### config.mk
export PLATFORM = sky130hd
export DESIGN_NAME = alu_muldiv_sequencer
export DESIGN_NICKNAME = d
export VERILOG_FILES = /design/src/rtl/alu_muldiv_sequencer.sv
export SDC_FILE = /design/constraint.sdc
export NUM_CORES = 1
export LEC_CHECK = 0
export ABC_AREA = 1
export BUFFER_PORTS_ARGS = -buffer_cell sky130_fd_sc_hd__buf_2
export CAP_MARGIN = 10
export CORE_UTILIZATION = 55
export DETAILED_ROUTE_END_ITERATION = 12
export PLACE_DENSITY_LB_ADDON = 0.3
export SYNTH_ARGS = -nofsm -noshare
export SYNTH_HDL_FRONTEND = slang
export SYNTH_SLANG_ARGS = --single-unit
### constraint.sdc
create_clock -name clk -period 6.45 [get_ports clk]
set_input_delay 0 -clock clk [delete_from_list [all_inputs] [get_ports clk]]
set_output_delay 0 -clock clk [all_outputs]
set_load 0.005 [all_outputs]
### src/rtl/alu_muldiv_sequencer.sv
// Multi-cycle unsigned MUL (low word) / DIVU sequencer that borrows the shared
// combinational ALU for one shift-add or restoring-subtract step per clock.
module alu_muldiv_sequencer (
  input  logic        clk,
  input  logic        reset,
  input  logic        start,
  input  logic        op_sel,
  input  logic [31:0] operand_a,
  input  logic [31:0] operand_b,
  output logic        busy,
  output logic        done,
  output logic [31:0] result_lo,
  output logic [31:0] result_hi,
  output logic [31:0] alu_in_1,
  output logic [31:0] alu_in_2,
  output logic [3:0]  alu_op,
  input  logic [31:0] alu_result
);

  // Handshake: start is accepted only when idle (busy low); done pulses for
  // exactly one cycle and result_lo/result_hi stay valid until the next accept.
  typedef enum logic [1:0] {
    S_IDLE = 2'd0,
    S_STEP = 2'd1,
    S_DIVZ = 2'd2,
    S_DONE = 2'd3
  } state_e;

  localparam logic [3:0] ALU_ADD  = 4'b0000;
  localparam logic [3:0] ALU_SUB  = 4'b0001;
  localparam logic [3:0] ALU_IDLE = 4'b1111;

  state_e      state_q, state_d;
  logic [4:0]  cnt_q, cnt_d;
  logic        op_q, op_d;
  logic [31:0] opa_q, opa_d;   // mcand (MUL) / quo (DIVU)
  logic [31:0] opb_q, opb_d;   // mplier (MUL) / div (DIVU)
  logic [31:0] acc_q, acc_d;   // acc (MUL) / rem (DIVU)
  logic [31:0] res_lo_q, res_lo_d;
  logic [31:0] res_hi_q, res_hi_d;
  logic        busy_q, done_q;

  logic [31:0] shifted;
  logic        take;

  assign shifted = {acc_q[30:0], opa_q[31]};
  // rem[31] shifted out means the true partial remainder exceeds 32 bits.
  assign take    = acc_q[31] | (shifted >= opb_q);

  always_comb begin
    state_d  = state_q;
    cnt_d    = cnt_q;
    op_d     = op_q;
    opa_d    = opa_q;
    opb_d    = opb_q;
    acc_d    = acc_q;
    res_lo_d = res_lo_q;
    res_hi_d = res_hi_q;
    alu_in_1 = 32'd0;
    alu_in_2 = 32'd0;
    alu_op   = ALU_IDLE;
    case (state_q)
      S_IDLE: begin
        if (start) begin
          op_d  = op_sel;
          cnt_d = 5'd0;
          opa_d = operand_a;
          opb_d = operand_b;
          acc_d = 32'd0;
          state_d = (op_sel && operand_b == 32'd0) ? S_DIVZ : S_STEP;
        end
      end
      S_STEP: begin
        cnt_d = cnt_q + 5'd1;
        if (!op_q) begin
          alu_in_1 = acc_q;
          alu_in_2 = opa_q;
          alu_op   = ALU_ADD;
          if (opb_q[0]) acc_d = alu_result;
          opa_d = opa_q << 1;
          opb_d = opb_q >> 1;
        end else begin
          alu_in_1 = shifted;
          alu_in_2 = opb_q;
          alu_op   = ALU_SUB;
          acc_d    = take ? alu_result : shifted;
          opa_d    = {opa_q[30:0], take};
        end
        if (cnt_q == 5'd31) begin
          state_d  = S_DONE;
          res_lo_d = op_q ? opa_d : acc_d;
          res_hi_d = op_q ? acc_d : 32'd0;
        end
      end
      S_DIVZ: begin
        state_d  = S_DONE;
        res_lo_d = 32'hFFFF_FFFF;
        res_hi_d = opa_q;
      end
      S_DONE: state_d = S_IDLE;
      default: state_d = S_IDLE;
    endcase
  end

  always_ff @(posedge clk or posedge reset) begin
    if (reset) begin
      state_q  <= S_IDLE;
      cnt_q    <= 5'd0;
      op_q     <= 1'b0;
      opa_q    <= 32'd0;
      opb_q    <= 32'd0;
      acc_q    <= 32'd0;
      res_lo_q <= 32'd0;
      res_hi_q <= 32'd0;
      busy_q   <= 1'b0;
      done_q   <= 1'b0;
    end else begin
      state_q  <= state_d;
      cnt_q    <= cnt_d;
      op_q     <= op_d;
      opa_q    <= opa_d;
      opb_q    <= opb_d;
      acc_q    <= acc_d;
      res_lo_q <= res_lo_d;
      res_hi_q <= res_hi_d;
      busy_q   <= (state_d != S_IDLE);
      done_q   <= (state_d == S_DONE);
    end
  end

  assign busy      = busy_q;
  assign done      = done_q;
  assign result_lo = res_lo_q;
  assign result_hi = res_hi_q;

endmodule

* Word level (Yosys, flattened, before mapping) *
Cells that the tools add are included.

storage, ports and cells
  register bits after elaboration = 170
  bits in latches = 0
  RAM bits = 0
  memory bits (read-only) = 0
  output and inout port bits = 134
  memories kept = 0

cells by class
  add/subtract/negate cells = 1
  multipliers = 0
  div/mod/pow operators = 0
  $lt $le $gt $ge = 1
  equality and inequality tests = 8
  shift-type cells = 0
  muxes and demuxes = 29
  bitwise operators = 1
  reductions and logical operators = 10

operators by type and width
  cell                                            number
  two-way mux 32 bit                              15
  one-hot mux 32 bit (2 select lines)             5
  greater-or-equal comparator 32 bit              1
  zero test 32 bit                                1
  one-hot mux 5 bit (2 select lines)              1
  one-hot mux 2 bit (4 select lines)              1
  == test 2 bit (second input constant)           3
  two-way mux 2 bit                               3
  != test 2 bit (second input constant)           3
  AND reduction 2 bit                             3
  nonzero test 2 bit                              3
  adder 5 x 1 -> 5 bit (second input constant)    1
  == test 5 bit (second input constant)           1
  two-way mux 5 bit                               1
  two-way mux 4 bit                               1
  AND reduction 3 bit                             1
  == test 2 x 1 -> 1 bit (second input constant)  1
  zero test 2 bit                                 1
  two-way mux 1 bit                               2
  logical AND 1 bit                               1
  bitwise OR 1 bit                                1

* Longest topological paths before layout *
  depth in word-level cells = 7
  gate-level depth with buffers = 17
  depth with buffers taken out = 16

* Least setup slack after synthesis *
No wires, ideal clock.

  path kind = register -> register
  start point = reg opb_q[27]
  end point = reg acc_q[11]
  setup time = 0.130 ns
  arrival = 1.696 ns
  required time = 6.320 ns
  path slack = 4.624 ns
  cell stages (with the launch flop) = 11
  clock period less this slack = 1.826 ns
  cells stage by stage = dfrtp_1 -> inv_1 -> ha_1 -> a21o_1 -> o21ai_1 -> nand2_1 -> nor2_4 -> buf_2 -> nand4_1 -> nand4_1 -> o21ai_0

on the way
  cells in the longest elaborated chain, start to end = 5

RTL lines
  element                              line  text
  from (decl)                          37    logic [31:0] opb_q, opb_d;
  from (signal assigned)               122   opb_q <= opb_d;
  greater-or-equal comparator 32 bit   48    assign take = acc_q[31] | (shifted >= opb_q);
  bitwise OR 1 bit                     48
  two-way mux 32 bit                   86    acc_d = take ? alu_result : shifted;
  two-way mux 32 bit                   75    if (!op_q) begin
  one-hot mux 32 bit (2 select lines)  62    case (state_q)
  to (signal assigned)                 112   acc_q <= 32'd0;
  to (signal assigned)                 123   acc_q <= acc_d;
  to (decl)                            38    logic [31:0] acc_q, acc_d;

Every way passes these cells.
A chain may end at the register's enable or synchronous reset.

* Worst setup path after layout *
  start point = reg opb_q[0]
  end point = reg res_hi_q[25], in the netlist result_hi[25]

on the way
  cells in the longest elaborated chain, start to end = 7
  elaborated cells on any way between the ends = 8

RTL lines
  element                                  line  text
  greater-or-equal comparator 32 bit       48
  bitwise OR 1 bit                         48
  two-way mux 32 bit                       86
  two-way mux 32 bit (*)                   75
  two-way mux 32 bit (*)                   92    res_hi_d = op_q ? acc_d : 32'd0;
  two-way mux 32 bit (*)                   89    if (cnt_q == 5'd31) begin
  one-hot mux 32 bit (2 select lines) (*)  62
  to (signal assigned)                     125   res_hi_q <= res_hi_d;
  to (decl)                                40    logic [31:0] res_hi_q, res_hi_d;

Mark *: on every way between the ends. The rest lies on a longest branch, timed or not. The select of a mux whose other input is x is not followed.

==> flow_summary.toml <==
[cts]
root_buffer = "clkbuf_16"
path_clk_slew_ps = 60
numCtsBuffers = 17
htreeDepth = 4
post_cts_buffers = 0
cts.sinks = 170
cts_buffer_depth = 2
cts_tree = "built"
clk_latency_ps = 440

[synth]
synth_edf_count = 0
synth_top_cell_by_area = "dfrtp_1"
ys.flop_type = "dfrtp_1"
ys_seq_elements = 170
yosysSeqAreaShare_pct = 42.9
synthTopCellsByCount = "170 x dfrtp_1, 151 x inv_1, 146 x a21oi_1"
async_flop_share_pct = 100
syn_nets = 1379
synth_top_area_share_pct = 42.9
synth_warnings = 0
yosysMostFrequentCell = "dfrtp_1"
yosysUniqueCellTypes = 33
synthTopCellsByArea = "dfrtp_1 43%, a21oi_1 7.4%, nand4_1 6.6%"
postSynthCellCount = 1242
avgSynthCellArea_um2 = 7.99
synth_area_um2 = 9920

[sta]
fin_crit_sh_pct = 57.4
period_needed_ps = 3700
finalSetupViolations = 0
fmax_mhz = 270
timing_hold_violations_final = 0
drv_slew = 0
tns_ps = 0
worst_slack_ps = 2750
slew_headroom_pct = 19.1
rsz0062_at_grt = "false"
finalClockSkew_ps = 10.9
worst_pin_slew_ps = 1210

[placement]
placed_area_um2 = 11100
port-buffer-count = 233
post-place-ws_ps = 2990
dpl.cell_count = 1616
dp_hpwl_um = 20500
gp_congestion = 0.857

[floorplanning]
rows = 48
initial_utilization_pct = 56.8
boundaryPins = 234
core_area_um2 = 17500
die_y_um = 136
dieArea_um2 = 18600
chipWidth_um = 136

[pwr]
switching_share_pct = 49.4
p_sw_mw = 3.63
power_leakage_nw = 5.97
irDropWorstVdd_mv = 0.329
power.density_nw_per_um2 = 577
p_clk_share_pct = 16.1
p_int_mw = 3.71
seq_power_share_pct = 27.7
p_comb_share_pct = 56.2

[routing]
ant_nets = 0
vias = 11131
post_drt_wl_per_cell_um = 19.9
drc = 0
drt-initial-drc-count = 1505
avgViaCountPerCell = 6.38
dr.pass1.iters = 6
wirelength_um = 34700

[finish]
finalNetCount = 1645
diodes = 0
stdcell_area_um2 = 12700
drive_gt1_share_pct = 20.8
synthToLayoutAreaGrowth_pct = 28.4
fin_util_pct = 72.9
final_cells = 1746

[setup_path]
end_kind = "flip-flop"
worstPathArrival_ps = 4050
cpMaxStageDelayCell = "dfrtp_2"
crit_required_ps = 6800
cp-start-kind = "flip-flop"
worstSetupPathType = "reg2reg"
crit_top_cell = "nand2_1"
crit_fanout = 66
reg2reg_slack_ps = 2750
max_stage_delay_ps = 1130
crit_path_cell_trace = "ha_1 -> nand4_1 -> nor2_1 -> nor2_1 -> nand2_1 -> nand2_1 -> nand2_1 -> nand2_2 -> nand2_4 -> nand3_2 -> nand4_1 -> a21oi_1"

[global_route]
antenna_found_initial = 0
grt_max_degree = 102
gr-total-overflow = 0
grt_pass1_vias = 10611
grtUsageTotal_pct = 38.0
grt_pass1_wl_um = 54300

[run]
maxCapViolCount = 0

[run_status]
status = "finished, final reports clean"

[worst_hold_path]
hold_class = "in2reg"
layout by cell type, fill, tap and decap left out, types with 2 or more instances in the layout:
cell           count
buf_2            233
dfrtp_1          168
inv_1            149
a21oi_1          146
o21ai_0          116
nand2_1          108
nand4_1          105
dlygate4sd3_1     98
nor2_1            97
o22ai_1           63
o211ai_1          46
ha_1              36
o21ai_1           34
nand3_2           20
clkbuf_16         17
o221ai_1          15
nand3_1           14
buf_4             11
bufinv_16          6
inv_2              5
nand2_2            3
clkinv_2           3
a22o_1             2
a21oi_4            2
a21oi_2            2
nor2_4             2
a21o_1             2
clkbuf_8           2
clkinvlp_4         2
routing by layer:
layer | GRT usage, % | up-vias | routed length [µm]
met5 | 0 | - | 0
met4 | 18.4 | 0 | 1590
met3 | 7.61 | 161 | 3780
met2 | 59.8 | 840 | 16200
met1 | 50.1 | 5205 | 13200
li1 | - | 4925 | -
power by group through the flow:
stage | Combinational, mW | Sequential, mW | Clock, mW
2_1_floorplan | 2.85 | 1.82 | 0
3_3_place_gp | 3.79 | 2.01 | 0
3_5_place_dp | 3.90 | 2.01 | 0
4_1_cts | 4.00 | 2.00 | 1.19
5_1_grt | 4.54 | 2.08 | 1.23
6_report | 4.13 | 2.03 | 1.19
state kept, by name (all words and copies together) (netlist names):
signal and count:
cnt_q 5, busy 1, acc_q 32, opb_q 32
result_hi 32, op_q 1, result_lo 32, state_q 2
opa_q 32, done 1
critical path, delay by kind of cell (launching register included):
family          cells  cell delay (ps)
compound gates      1              200
simple gates       10             1870
fa+ha+maj           1              400
flops               1             1130
cell families after synthesis:
family                     after synthesis  synth area share (%)
adders and majority gates               37                  4.67
DFF                                    170                  42.9
buffers and inverters                  250                  10.1
and+or+nand+nor                        354                  17.7
AOI/OAI and AO/OA                      431                  24.6
path summary, 6_finish.rpt:
kind	to	depth (start not counted)	start
max in group asynchronous	op_q	4	reset
hold reg to reg	cnt_q[0]	1	cnt_q[0]
hold / removal	result_hi[29]	5	alu_result[29]
setup reg to reg	result_hi[25]	12	opb_q[0]
setup / recovery	result_hi[25]	12	opb_q[0]
min in group asynchronous	opa_q[13]	3	reset
what timing repair did:
action,CTS,global route
hold buffers,98,0
resized for setup,0,0
hold endpoints to repair,213,0
cell type report:
class | instances | area (µm²)
inverter | 155 | 587
clock inverter | 12 | 219
multi-input combinational | 822 | 4700
clock buffer | 20 | 457
tap | 225 | 282
sequential | 170 | 4260
timing repair buffer | 342 | 2230
fill | 1295 | 4740
through the flow:
step                power, mW  hold WS, ps
finish                   7.35         9.93
global route             7.85         24.3
CTS                      7.19        0.386
detailed placement       5.92          216
global placement         5.80          214
floorplan                4.67          121
No activity file was read; power rests on OpenSTA's default activity.
